**src/rtl/vga_clut_csm_pb.sv**
```systemverilog
// Two Wishbone slave ports time-share one synchronous CLUT RAM, one access per clock.
// Port 0 is the VGA fetch side and port 1 the host side; ties are broken round robin.
module vga_clut_csm_pb #(
  parameter int DWIDTH = 24,
  parameter int AWIDTH = 9
) (
  input  logic                  wb_clk_i,
  input  logic                  wb_rst_i,
  input  logic [AWIDTH-1:0]     wb_adr0_i,
  input  logic [DWIDTH-1:0]     wb_dat0_i,
  output logic [DWIDTH-1:0]     wb_dat0_o,
  input  logic [DWIDTH/8-1:0]   wb_sel0_i,
  input  logic                  wb_we0_i,
  input  logic                  wb_stb0_i,
  input  logic                  wb_cyc0_i,
  output logic                  wb_ack0_o,
  output logic                  wb_err0_o,
  input  logic [AWIDTH-1:0]     wb_adr1_i,
  input  logic [DWIDTH-1:0]     wb_dat1_i,
  output logic [DWIDTH-1:0]     wb_dat1_o,
  input  logic [DWIDTH/8-1:0]   wb_sel1_i,
  input  logic                  wb_we1_i,
  input  logic                  wb_stb1_i,
  input  logic                  wb_cyc1_i,
  output logic                  wb_ack1_o,
  output logic                  wb_err1_o,
  output logic                  mem_we,
  output logic [AWIDTH-1:0]     mem_wadr,
  output logic [AWIDTH-1:0]     mem_radr,
  output logic [DWIDTH-1:0]     mem_d,
  input  logic [DWIDTH-1:0]     mem_q
);

  logic w_req0, w_req1;
  logic w_gnt0, w_gnt1;
  logic r_ack0, r_ack1;
  logic r_last;          // 1: port 1 was granted most recently
  logic w_unused_sel;

  // A port with its ack up is mid-handshake and must not be served again.
  always_comb begin
    w_req0 = wb_cyc0_i & wb_stb0_i & ~r_ack0;
    w_req1 = wb_cyc1_i & wb_stb1_i & ~r_ack1;
    w_gnt0 = ~wb_rst_i & w_req0 & (~w_req1 | r_last);
    w_gnt1 = ~wb_rst_i & w_req1 & (~w_req0 | ~r_last);
  end

  always_ff @(posedge wb_clk_i) begin
    if (wb_rst_i) begin
      r_ack0 <= 1'b0;
      r_ack1 <= 1'b0;
      r_last <= 1'b1;
    end else begin
      r_ack0 <= w_gnt0;
      r_ack1 <= w_gnt1;
      if (w_gnt0)      r_last <= 1'b0;
      else if (w_gnt1) r_last <= 1'b1;
    end
  end

  // Port 0 owns the memory bus whenever port 1 is not granted.
  assign mem_we   = (w_gnt0 & wb_we0_i) | (w_gnt1 & wb_we1_i);
  assign mem_radr = w_gnt1 ? wb_adr1_i : wb_adr0_i;
  assign mem_wadr = w_gnt1 ? wb_adr1_i : wb_adr0_i;
  assign mem_d    = w_gnt1 ? wb_dat1_i : wb_dat0_i;

  assign wb_dat0_o = mem_q;
  assign wb_dat1_o = mem_q;
  assign wb_ack0_o = r_ack0;
  assign wb_ack1_o = r_ack1;
  assign wb_err0_o = 1'b0;
  assign wb_err1_o = 1'b0;

  // Full-word writes only; byte selects carry no meaning here.
  assign w_unused_sel = ^{wb_sel0_i, wb_sel1_i};

endmodule

```
**config.mk**
```make
export PLATFORM = sky130hd
export DESIGN_NAME = vga_clut_csm_pb
export DESIGN_NICKNAME = d
export VERILOG_FILES = /design/src/rtl/vga_clut_csm_pb.sv
export SDC_FILE = /design/constraint.sdc
export NUM_CORES = 1
export LEC_CHECK = 0
export ABC_AREA = 1
export CORE_AREA = 2 2 76 78
export DETAILED_ROUTE_END_ITERATION = 10
export DIE_AREA = 0 0 78 80
export PLACE_DENSITY = 0.91
export SLEW_MARGIN = 20
export SYNTH_ARGS = -nofsm -noshare
export SYNTH_HDL_FRONTEND = slang
export SYNTH_SLANG_ARGS = --single-unit
```
**constraint.sdc**
```tcl
create_clock -name wb_clk_i -period 1.8 [get_ports wb_clk_i]
set_input_delay 0.36 -clock wb_clk_i [delete_from_list [all_inputs] [get_ports wb_clk_i]]
set_output_delay 0.36 -clock wb_clk_i [all_outputs]
set_load 0.01 [all_outputs]
```
==> impl_metrics.json <==
{
  "yosysTopAreaCell": "buf_4",
  "nNetsFinal": 368,
  "avgSynthCellArea_um2": 5.62,
  "layout.cells.non_filler": 335,
  "num_antenna_cells": 0,
  "dpl.hpwl_um": 3160,
  "clkTransAtPathRegs_ns": 0.03,
  "hold_violations": 0,
  "synth_cell_types": 14,
  "clock_skew_ns": 0.00271,
  "seqPwrFrac_pct": 9.9,
  "die-area_um2": 6240,
  "syn_area_um2": 1060,
  "drtAntennaViolNets": 0,
  "crit_path_max_fanout": 6,
  "portBuffers": 118,
  "drive_above_1_share_pct": 33.5,
  "postSynthCellCount": 188,
  "cts_tree": "done",
  "place.gp.congestion": 0.723,
  "clkPwrFrac_pct": 27.2,
  "p_switching_mw": 0.247,
  "num_io_pins": 199,
  "crit_required_ns": 1.44,
  "wirelength_um": 4540,
  "fin_util_pct": 38.2,
  "drt-initial-drc-count": 41,
  "start_kind": "input port",
  "p_per_area_nw_per_um2": 362,
  "grt_max_degree": 24,
  "fp.dieH_um": 80,
  "syn2layout_area_growth_pct": 95.6,
  "r2r_slack_ns": 0.79,
  "path_class": "input port to output pin",
  "grt_overflow": 0,
  "grt_pass1_vias": 1388,
  "p_sw_share_pct": 33.1,
  "p_leak_nw": 1.02,
  "p_int_mw": 0.500,
  "ys_seq_elements": 3,
  "die_x_um": 78,
  "hold_path.class": "input port to flip-flop",
  "fmax_mhz": 575,
  "dp_cells": 321,
  "first_pass_iters": 4,
  "setup_viol": 0,
  "drcViolationCount": 0,
  "avgRoutedWirePerCell_um": 13.6,
  "vias": 1383,
  "pwr-share-comb_pct": 63.0,
  "yosysTopAreaCellShare_pct": 41.9,
  "start_util_pct": 19.5,
  "htree_levels": 1,
  "grt.total_usage_pct": 14.2,
  "fin_crit_ns": 1.74,
  "crit_path_end_kind": "output pin",
  "fin_crit_sh_pct": 96.6,
  "antenna_found_initial": 0,
  "cts-buffers-inserted": 3,
  "via_per_inst": 4.13,
  "ir_drop_uv": 272,
  "core_region_area_um2": 5410,
  "clock_sinks": 3,
  "max-cap-violations": 0,
  "ys_seq_area_share_pct": 5.69,
  "synth.area.top_cells": "buf_4 42%, nand2_1 25%, nand3_1 17%",
  "clock_path_buffers": 2,
  "clkLatencyLatePin_ns": 0.22,
  "slew_violations": 0,
  "worstPathArrival_ns": 1.38,
  "grt_pass1_wl_um": 7020,
  "outcome": "finished clean",
  "cts_root_buf": "clkbuf_8",
  "yosysWarnings": 0,
  "rsz0062_at_grt": "true",
  "num_rows": 27
}
## path summary, 6_finish.rpt
path,endpoint,cells after the start,start
worst max-delay path,mem_wadr[8],9,wb_cyc1_i
worst min-delay path,r_last$_SDFFE_PP1P_,4,wb_rst_i
worst max register to register,r_last$_SDFFE_PP1P_,5,wb_ack0_o$_SDFF_PP0_
worst min register to register,r_last$_SDFFE_PP1P_,3,r_last$_SDFFE_PP1P_
## per-layer routing
layer / vias to the layer above / track usage [%] / routed length [µm]
li1: 686 / - / -
met1: 599 / 15.3 / 1690
met2: 79 / 27.0 / 2320
met3: 19 / 2.60 / 413
met4: 0 / 5.79 / 112
met5: - / 0 / 0
## power by group through the flow
stage | sequential (mW) | clock (mW) | combinational, mW
after floorplan | 0.0750 | 0 | 0.270
after global placement | 0.0738 | 0 | 0.476
after detailed placement | 0.0740 | 0 | 0.481
after CTS | 0.0738 | 0.208 | 0.460
after global routing | 0.0740 | 0.217 | 0.512
final | 0.0737 | 0.203 | 0.471
## cells by family after synthesis
| kind of cell | share of synthesized area (%) |
|---|---|
| simple gates | 46.6 |
| buf+inv | 46.9 |
| flops | 5.69 |
| compound gates | 0.473 |
| other cells | 0.355 |
## sequential cells by signal (all words and copies together) (netlist names)
signal and cells:
wb_ack1_o 1, r_last 1, wb_ack0_o 1
## synthesized netlist by cell type (all sizes together)
cell	instances
inv	3
clkbuf	3
nand4	1
nand2	71
dfxtp	3
buf	65
and2	1
a21oi	1
nor2	2
conb	1
nor3	1
nand3	36
## timing repair
action	in CTS	in global routing
gates resized for setup	203	15
gates cloned	5	0
setup buffers	6	0
hold buffers	0	0
pin swaps	16	14
setup endpoints to repair	43	29
## per-stage QoR
step	instance area, µm²	hold slack, ns	setup slack, ns	TNS [ns]	power, mW
after detailed placement	1950	0.568	-0.652	-26.47	0.555
after global routing	2070	0.519	-0.00607	-0.0121	0.803
after floorplan	1060	0.448	0.159	0	0.345
after CTS	2000	0.600	0.0189	0	0.742
after global placement	1950	0.559	-0.627	-25.26	0.549
final	2070	0.476	0.0615	0	0.748
## cells in the final DEF, fill, tap and decap left out
master / instances
conb_1: 2
nor3_4: 1
nand2_4: 2
clkdlybuf4s50_1: 70
buf_6: 11
clkbuf_1: 1
and2_1: 1
buf_4: 7
clkbuf_8: 3
clkbuf_2: 1
a21oi_1: 1
buf_2: 40
buf_12: 3
nand4_4: 1
nand3_1: 25
buf_16: 4
nor2_1: 2
dfxtp_2: 1
inv_1: 3
nand2_2: 3
nand2_1: 66
dlygate4sd2_1: 2
nand3_2: 11
dfxtp_1: 2
## layout make-up
type                            count  area, µm²
Multi-Input combinational cell    115        588
Clock buffer                        4       45.0
Sequential cell                     3       61.3
Inverter                            3       11.3
Fill cell                         553       3340
Timing Repair Buffer              138       1270
Tap cell                           72       90.1
## worst max-delay path, stage by stage
cell     delay, ns
buf_6         0.07
nand2_4       0.05
nor3_4        0.21
buf_6         0.14
buf_12        0.13
buf_12        0.12
nand3_2       0.06
nand2_1       0.10
buf_2         0.13
(Power assumes the default switching activity.)
